**src/rtl/spi_pkg.sv**
```systemverilog
// Shared types for the SPI burst sequencer slice.
// Byte width, sequencer state encoding and a small helper.
package spi_pkg;

    localparam int SPI_BYTE_W = 8;

    typedef enum logic [2:0] {
        IDLE,
        SETUP,
        ISSUE,
        WAIT,
        STALL,
        HOLD
    } seq_state_t;

    function automatic int max_int(input int a, input int b);
        return (a > b) ? a : b;
    endfunction

endpackage

```
**src/rtl/spi_sync_fifo.sv**
```systemverilog
// Synchronous FIFO, registered storage, no fall-through.
// A pop frees a slot for a same-cycle push when full.
module spi_sync_fifo #(
    parameter int WIDTH = 8,
    parameter int DEPTH = 8
) (
    input  logic             clk,
    input  logic             rst,
    input  logic             push,
    input  logic             pop,
    input  logic [WIDTH-1:0] din,
    output logic [WIDTH-1:0] dout,
    output logic             full,
    output logic             empty
);

    localparam int AW = $clog2(DEPTH);

    logic [WIDTH-1:0] mem_q [DEPTH];
    logic [AW-1:0]    wr_q, wr_d;
    logic [AW-1:0]    rd_q, rd_d;
    logic [AW:0]      cnt_q, cnt_d;
    logic             do_push;
    logic             do_pop;

    assign full    = (cnt_q == (AW+1)'(DEPTH));
    assign empty   = (cnt_q == '0);
    assign dout    = mem_q[rd_q];
    assign do_pop  = pop && !empty;
    assign do_push = push && (!full || do_pop);

    // Next pointer and occupancy values.
    always_comb begin
        wr_d  = wr_q;
        rd_d  = rd_q;
        cnt_d = cnt_q;
        if (do_push) wr_d = wr_q + AW'(1);
        if (do_pop)  rd_d = rd_q + AW'(1);
        if (do_push && !do_pop) cnt_d = cnt_q + (AW+1)'(1);
        if (!do_push && do_pop) cnt_d = cnt_q - (AW+1)'(1);
    end

    // Storage array; contents need no reset.
    always_ff @(posedge clk) begin
        if (do_push) mem_q[wr_q] <= din;
    end

    // Pointer and count registers.
    always_ff @(posedge clk or posedge rst) begin
        if (rst) begin
            wr_q  <= '0;
            rd_q  <= '0;
            cnt_q <= '0;
        end else begin
            wr_q  <= wr_d;
            rd_q  <= rd_d;
            cnt_q <= cnt_d;
        end
    end

endmodule

```
**src/rtl/spi_burst_sequencer.sv**
```systemverilog
// Feeds host bytes to the SPI byte engine one at a time,
// collects MISO bytes and frames each burst with cs_n.
module spi_burst_sequencer
    import spi_pkg::*;
#(
    parameter int DEPTH    = 8,
    parameter int CS_SETUP = 2,
    parameter int CS_HOLD  = 2
) (
    input  logic                  clk,
    input  logic                  rst,
    input  logic                  tx_valid,
    input  logic [SPI_BYTE_W-1:0] tx_data,
    input  logic                  tx_last,
    output logic                  tx_ready,
    output logic                  rx_valid,
    output logic [SPI_BYTE_W-1:0] rx_data,
    input  logic                  rx_ready,
    output logic [SPI_BYTE_W-1:0] eng_data_in,
    output logic                  eng_start,
    input  logic                  eng_done,
    input  logic [SPI_BYTE_W-1:0] eng_data_out,
    output logic                  cs_n,
    output logic                  busy,
    output logic                  rx_overflow
);

    localparam int CNT_W = $clog2(max_int(CS_SETUP, CS_HOLD)) + 1;

    seq_state_t            state_q, state_d;
    logic [CNT_W-1:0]      cnt_q, cnt_d;
    logic                  cs_n_q, cs_n_d;
    logic                  start_q, start_d;
    logic [SPI_BYTE_W-1:0] data_q, data_d;
    logic                  last_q, last_d;
    logic                  ovf_q, ovf_d;

    logic                  tx_full, tx_empty, tx_push, tx_pop;
    logic [SPI_BYTE_W:0]   tx_dout;
    logic                  rx_full, rx_empty, rx_push, rx_pop;
    logic                  done_w;

    assign tx_ready    = !tx_full;
    assign tx_push     = tx_valid && !tx_full;
    assign tx_pop      = (state_q == ISSUE);
    assign rx_valid    = !rx_empty;
    assign rx_pop      = rx_ready && !rx_empty;
    assign done_w      = (state_q == WAIT) && eng_done;
    assign rx_push     = done_w && (!rx_full || rx_pop);
    assign busy        = (state_q != IDLE);
    assign cs_n        = cs_n_q;
    assign eng_start   = start_q;
    assign eng_data_in = data_q;
    assign rx_overflow = ovf_q;

    spi_sync_fifo #(
        .WIDTH (SPI_BYTE_W + 1),
        .DEPTH (DEPTH)
    ) u_tx_fifo (
        .clk   (clk),
        .rst   (rst),
        .push  (tx_push),
        .pop   (tx_pop),
        .din   ({tx_last, tx_data}),
        .dout  (tx_dout),
        .full  (tx_full),
        .empty (tx_empty)
    );

    spi_sync_fifo #(
        .WIDTH (SPI_BYTE_W),
        .DEPTH (DEPTH)
    ) u_rx_fifo (
        .clk   (clk),
        .rst   (rst),
        .push  (rx_push),
        .pop   (rx_pop),
        .din   (eng_data_out),
        .dout  (rx_data),
        .full  (rx_full),
        .empty (rx_empty)
    );

    // Sequencer next state, framing counter and engine outputs.
    always_comb begin
        state_d = state_q;
        cnt_d   = cnt_q;
        cs_n_d  = cs_n_q;
        start_d = 1'b0;
        data_d  = data_q;
        last_d  = last_q;
        ovf_d   = ovf_q | (done_w && rx_full && !rx_pop);
        unique case (state_q)
            IDLE: begin
                cs_n_d = 1'b1;
                if (!tx_empty) begin
                    state_d = SETUP;
                    cs_n_d  = 1'b0;
                    cnt_d   = '0;
                end
            end
            SETUP: begin
                if (cnt_q == CNT_W'(CS_SETUP - 1)) begin
                    state_d = ISSUE;
                    cnt_d   = '0;
                end else begin
                    cnt_d = cnt_q + CNT_W'(1);
                end
            end
            ISSUE: begin
                data_d  = tx_dout[SPI_BYTE_W-1:0];
                last_d  = tx_dout[SPI_BYTE_W];
                start_d = 1'b1;
                state_d = WAIT;
            end
            WAIT: begin
                if (eng_done) begin
                    if (last_q) begin
                        state_d = HOLD;
                        cnt_d   = '0;
                    end else if (!tx_empty) begin
                        state_d = ISSUE;
                    end else begin
                        state_d = STALL;
                    end
                end
            end
            STALL: begin
                if (!tx_empty) state_d = ISSUE;
            end
            HOLD: begin
                if (cnt_q == CNT_W'(CS_HOLD - 1)) begin
                    cs_n_d  = 1'b1;
                    state_d = IDLE;
                    cnt_d   = '0;
                end else begin
                    cnt_d = cnt_q + CNT_W'(1);
                end
            end
            default: begin
                state_d = IDLE;
                cs_n_d  = 1'b1;
            end
        endcase
    end

    // Sequencer registers; reset aborts any open burst at once.
    always_ff @(posedge clk or posedge rst) begin
        if (rst) begin
            state_q <= IDLE;
            cnt_q   <= '0;
            cs_n_q  <= 1'b1;
            start_q <= 1'b0;
            data_q  <= '0;
            last_q  <= 1'b0;
            ovf_q   <= 1'b0;
        end else begin
            state_q <= state_d;
            cnt_q   <= cnt_d;
            cs_n_q  <= cs_n_d;
            start_q <= start_d;
            data_q  <= data_d;
            last_q  <= last_d;
            ovf_q   <= ovf_d;
        end
    end

endmodule

```
**config.mk**
```make
export PLATFORM = sky130hd
export DESIGN_NAME = spi_burst_sequencer
export DESIGN_NICKNAME = d
export VERILOG_FILES = /design/src/rtl/spi_pkg.sv /design/src/rtl/spi_sync_fifo.sv /design/src/rtl/spi_burst_sequencer.sv
export SDC_FILE = /design/constraint.sdc
export NUM_CORES = 1
export LEC_CHECK = 0
export ABC_CLOCK_PERIOD_IN_PS = 4500
export CORE_ASPECT_RATIO = 0.75
export CORE_MARGIN = 1
export CORE_UTILIZATION = 63
export DETAILED_ROUTE_END_ITERATION = 8
export PLACE_DENSITY = 0.84
export SKIP_LAST_GASP = 1
export SLEW_MARGIN = 5
export SYNTH_ARGS = -nofsm -noshare
export SYNTH_HDL_FRONTEND = slang
export SYNTH_SLANG_ARGS = --single-unit
```
**constraint.sdc**
```tcl
create_clock -name clk -period 4.5 [get_ports clk]
set_input_delay 0.675 -clock clk [delete_from_list [all_inputs] [get_ports clk]]
set_output_delay 0.675 -clock clk [all_outputs]
set_load 0.03 [all_outputs]
```
### Word-level counts from Yosys, hierarchy flattened

Memory sizes are Yosys's and may differ from the RTL's. A register that Yosys moved wholly into a read port is not among the register bits.
Cells that the tools add are included.

* $add $sub $neg: 9
* reduce and logical (&&, ||, !) cells: 38
* eq/ne operators: 14
* muxes and demuxes: 25
* bitwise gates (word level): 2

Operators with widths (number)
* 3-bit two-way mux: 7
* 3-bit case mux with 6 select lines: 1
* 4-bit two-way mux: 4
* 1-bit logical AND: 14
* 3-bit by 1-bit adder with 3-bit output, second input constant: 4
* 2-bit != test, second input constant: 6
* 1-bit logical NOT: 9
* 4-bit by 1-bit adder with 4-bit output, second input constant: 2
* 4-bit equality test, second input constant: 2
* 4-bit logical NOT: 2
* 2-bit two-way mux: 4
* 4-bit by 1-bit subtractor with 4-bit output, second input constant: 2
* 1-bit two-way mux: 7
* 3-bit by 2-bit equality test with 1-bit output, second input constant: 2
* 3-bit equality test, second input constant: 2
* 2-bit case mux with 3 select lines: 1
* 3-bit nonzero test: 2
* 5-bit AND reduction: 1
* 4-bit AND reduction: 1
* 2-bit nonzero test: 2
* 4-bit OR reduction: 1
* 3-bit by 1-bit equality test with 1-bit output, second input constant: 1
* 3-bit logical NOT: 1
* 1-bit logical OR: 3
* other kinds (7): 7

* memories: 2
* logic and storage cells: 101
* output and inout bits: 22
* RAM bits: 136
* register bits: 28
* input bits: 22

Memories
* u_tx_fifo.mem_q: words 8, bits a word 9, read ports 1, clocked after memory_dff 1, write ports 1, RTL line spi_sync_fifo.sv:19 `logic [WIDTH-1:0] mem_q [DEPTH];`
* u_rx_fifo.mem_q: words 8, bits a word 8, read ports 1, clocked after memory_dff 0, write ports 1, RTL line spi_sync_fifo.sv:19

### Logic depth before layout (Yosys ltp)

* depth in word-level cells: 9
* depth in mapped cells: 11
* mapped depth without buffers: 11

### Hierarchy

From an unflattened synthesis, not the netlist that was laid out.

* cell total of the unflattened synthesis: 416
* area, all modules: 7455.9 um^2

Modules (own cells, without submodules)
* spi_sync_fifo (u_tx_fifo): instances 1, cells each 176, seq. area each 2412.3 um^2, area an instance 3484.6 um^2
* spi_sync_fifo (u_rx_fifo): instances 1, cells each 165, seq. area each 2172.1 um^2, area an instance 3125.5 um^2
* spi_burst_sequencer: instances 1, cells each 75, seq. area each 426.7 um^2, area an instance 845.8 um^2

### Worst setup path after synthesis

Ideal clock, no wire load.

* kind: flip-flop to flip-flop
* from: register u_rx_fifo.cnt_q[2]
* to: register u_rx_fifo.cnt_q[2]
* path slack: 2029 ps
* data arrival time: 2346 ps
* data required time: 4375 ps
* library setup time: 125 ps
* path buffers: 0
* cell stages (with the launch flop): 12
* period minus slack after synthesis: 2471 ps
* path through: dfrtp_1 > nor3_1 > nand2b_1 > nand2_1 > inv_1 > ha_1 > xor2_1 > ha_1 > a21oi_1 > xor2_1 > nor2_1 > xor2_1

* word-level cells in the longest chain between the ends: 9
* elaborated cells on any way between the ends: 19
* classes of those cells: add/sub (2); eq/ne (1); mux (2); reduce/logical (14)

Ends and longest elaborated chain
* start, declared: RTL line spi_sync_fifo.sv:22 `logic [AW:0] cnt_q, cnt_d;`
* start signal, assigned: RTL line spi_sync_fifo.sv:57 `cnt_q <= cnt_d;`
* 4-bit logical NOT *: RTL line spi_sync_fifo.sv:27 `assign empty = (cnt_q == '0);`
* 1-bit logical NOT *
* named net rx_valid: RTL line spi_burst_sequencer.sv:16 `output logic rx_valid,`
* 1-bit logical AND: RTL line spi_burst_sequencer.sv:47 `assign rx_pop = rx_ready && !rx_empty;`
* 1-bit logical AND *: RTL line spi_sync_fifo.sv:29 `assign do_pop = pop && !empty;`
* named net u_rx_fifo.do_pop: RTL line spi_sync_fifo.sv:24 `logic do_pop;`
* 1-bit logical OR: RTL line spi_sync_fifo.sv:30 `assign do_push = push && (!full || do_pop);`
* 1-bit logical AND: RTL line spi_sync_fifo.sv:30
* 1-bit logical NOT: RTL line spi_sync_fifo.sv:40 `if (!do_push && do_pop) cnt_d = cnt_q - (AW+1)'(1);`
* 1-bit logical AND: RTL line spi_sync_fifo.sv:40
* 4-bit two-way mux / 2-bit nonzero test (equally long branches)

Mark *: on every way through the listed nets, which the timed path passes. The rest lies on a longest branch. The select of a mux whose other input is x is not followed.
A chain may end at the register's enable or synchronous reset.

### Final worst setup path

* from: register u_rx_fifo.rd_q[0]
* to: output port rx_data[6]

* word-level cells in the longest chain between the ends: 1

Ends and longest elaborated chain
* start, declared: RTL line spi_sync_fifo.sv:21 `logic [AW-1:0] rd_q, rd_d;`
* start signal, assigned: RTL line spi_sync_fifo.sv:56 `rd_q <= rd_d;`
* memory read 8 x 8 bit
* end, declared: RTL line spi_burst_sequencer.sv:17 `output logic [SPI_BYTE_W-1:0] rx_data,`

Every way passes these cells.

==> impl_results.md <==
- Multi-input gate area: 2040 µm²
- Placed inst area: 7740 µm²
- Critical Path RT: 3.83 ns
- Cell count of the worst reg-to-reg path: 9
- Number of vias per cell: 6.26
- Total of fill cells in the finished design: 617
- Die Area: 11800 µm²
- Avg Cell Area, Syn: 16.9 µm²
- Total track usage: 0.255
- CTS Buffer Depth: 2
- Flops & latches, synth: 173
- Post-synth EDFFs: 136
- Synth Cell Area: 7180 µm²
- Critical setup path kind: reg2out
- Post-CTS Resized: 0
- Critical path origin: u_rx_fifo.rd_q[0]
- Ports: 44
- First drt pass iteration count: 7
- Async SR Flop Fraction: 0.214
- Slew headroom: 0.314
- Total gr overflow: 0
- Final Hold Viols: 0
- Routed wire length: 14000 µm
- Vias in the first global route: 3932
- Crit start category: flip-flop
- PnR Total Power: 5.70 mW
- Pwr Density: 683 nW/µm²
- Iteration-0 DRC Markers: 430
- Net count after synthesis: 456
- Main flop type after synthesis: edfxtp_1
- Final setup violating endpoints: 0
- Reg-to-reg startpoint: state_q[1]
- Post-synthesis sequential area ratio: 0.697
- Avg WL per Cell: 22.3 µm
- Min Tclk post-route: 3.64 ns
- Leakage power: 3.04 nW
- First-pass GRT wire length: 21600 µm
- Row Count: 33
- Remaining antenna violation count: 0
- Placer Congestion: 0.779
- Die span in x: 125 µm
- Outcome: finished with violations
- Hold-fix buffers, CTS: 0
- Largest net degree at the start of global routing: 38
- Failing checks: DRC
- Hold Path Class: reg2reg
- Netlist cell types: 51
- Crit end category: primary output
- Drc violations: 8
- CTS tree: yes
- Area Overhead vs Synth: 16.0%
- Sequential cell area: 5010 µm²
- Share of layout cells above drive strength 1: 0.133
- Final Max Slew Viols: 0
- Worst Skew: 0.00972 ns
- Unrepaired setup endpoints after global routing: false
- Core Box Area: 11000 µm²
- Worst VDD drop: 0.000342 V
- Final TNS setup: 0 ns
- CP Max Fanout: 18
- Max-cap violations: 0
- CTS Buf Count: 17
- Nets@finish: 508
- Post-route insts no fill: 629
- DPL Wire Length: 8860 µm
- Syn Inst Count: 424
- Clock sink count: 173
- Terminus of the critical flop-to-flop path: u_tx_fifo.cnt_q[2]
- Die H: 94.5 µm
- Post-route cell area: 8340 µm²
- Slew @ Worst Pin: 1.02 ns
- Crit share post-route: 0.809
- Fmax: 275 MHz
- Via count: 3936
- Root Driver: clkbuf_16
- Worst setup endpoint: rx_data[6]
- H-tree levels: 4
- YS warnings: 0
- PortBufs: 43
- R2R Setup Slk: 1.71 ns
- Post-CTS Setup Inserts: 0
- Initial antenna violation count: 0
- CTS clk-pin slew, worst paths: 0.06 ns
- Worst skew pair latency: 0.42 ns
- Initial Util: 0.652
- Inst Count DP: 597
- Antenna Cells: 0
- Worst Path Arrival: 2.96 ns
per-layer routing:
metal	global-route usage	part of all wire
met1	0.361	0.44
met2	0.402	0.48
met3	0.0606	0.060
met4	0.0752	0.012
met5	0	0
cell usage in the layout, fill, tap and decap left out, types with 3 or more instances in the layout:
master           count
ha_1                10
clkbuf_16           17
mux4_2               3
clkinv_4             3
nor3_1               6
nand2_1             28
mux2_2              14
a21oi_1              8
xnor2_1              8
o21ai_1              3
xor2_1               9
o22ai_1              3
nand2b_1             7
nor2_1              17
o21ai_0              3
inv_1                7
buf_4                7
bufinv_16            3
dfrtp_1             36
edfxtp_1           136
clkinv_2             3
a22oi_1             14
nand3_1             10
mux4_1              16
nor2b_1              6
clkdlybuf4s50_1     43
mux2i_1             36
cells in the mapped netlist (2+ instances only):
cell type  count  area, µm²
a21oi_1        8       40.0
buf_4          3       22.5
buf_2          5       25.0
xor2_1         9       78.8
mux2_2        14        158
o21ai_0        3       15.0
o21a_1         2       15.0
mux4_2         3       67.6
inv_1          7       26.3
a22oi_1       14        105
buf_1          2       7.51
nor3_1         8       40.0
nand2b_1       7       43.8
o21ai_1        3       15.0
nor2_1        17       63.8
o22ai_1        3       18.8
mux2i_1       36        360
dfrtp_1       36        901
nor2b_1        6       37.5
nor3b_1        2       15.0
clkbuf_1       3       11.3
edfxtp_1     136       4080
buf_6          2       22.5
xnor2_1        8       70.1
mux4_1        16        420
ha_1          10        125
nand3_1       10       50.1
nand2_1       28        105
worst max-delay path, stage by stage, from the launching register on:
cell	delay [ns]
dfrtp_1	0.98
mux4_1	0.66
mux2_2	0.30
clkdlybuf4s50_1	0.60
worst min path at each step:
| stage | start | to | slack, ns | depth (start not counted) |
|---|---|---|---|---|
| finish | eng_data_in[1] | eng_data_in[1] | 0.49 | 2 |
| CTS | eng_data_in[1] | eng_data_in[1] | 0.49 | 2 |
| global route | eng_data_in[1] | eng_data_in[1] | 0.50 | 2 |
| global placement | eng_data_in[7] | eng_data_in[7] | 0.46 | 2 |
| detailed placement | eng_data_in[7] | eng_data_in[7] | 0.47 | 2 |
| floorplan | cnt_q[1] | cnt_q[1] | 0.47 | 1 |
metrics by stage:
step | hold slack, ns | setup WS [ns] | util
finish | 0.487 | 0.861 | 0.756
global route | 0.502 | 0.804 | 0.756
CTS | 0.491 | 0.883 | 0.756
detailed placement | 0.472 | 1.22 | 0.702
global placement | 0.462 | 1.34 | 0.702
floorplan | 0.473 | 2.03 | -
sequential cells by signal, summed over array words and instances, names as in the netlist:
signal,cells
cnt_q,2
cs_n,1
eng_data_in,8
eng_start,1
last_q,1
rx_overflow,1
state_q,3
u_rx_fifo.cnt_q,4
u_rx_fifo.mem_q,64
u_rx_fifo.rd_q,3
u_rx_fifo.wr_q,3
u_tx_fifo.cnt_q,4
u_tx_fifo.mem_q,72
u_tx_fifo.rd_q,3
u_tx_fifo.wr_q,3
layout make-up:
type                            instances  area share
Clock buffer                           18      0.0515
Clock inverter                         14      0.0201
Inverter                                7     0.00315
Multi-Input combinational cell        227       0.245
Sequential cell                       173       0.601
Tap cell                              140      0.0210
Timing Repair Buffer                   50      0.0579
report_power, final:
group	switching, mW	internal, mW	total [mW]
clock network	0.595	0.873	1.47
registers	0.370	2.03	2.40
logic	0.959	0.864	1.82
total	1.92	3.77	5.70
logic make-up (layout without fill, tap and decap cells):
family,count (synthesis),in the layout,synth area share
compound gates,42,42,0.0399
xor+xnor,17,17,0.0207
fa+ha+maj,10,10,0.0174
buf+inv,24,89,0.0195
flops,173,173,0.697
mux,69,69,0.140
simple gates,89,89,0.0650
Power figures use the tool's default switching activity.
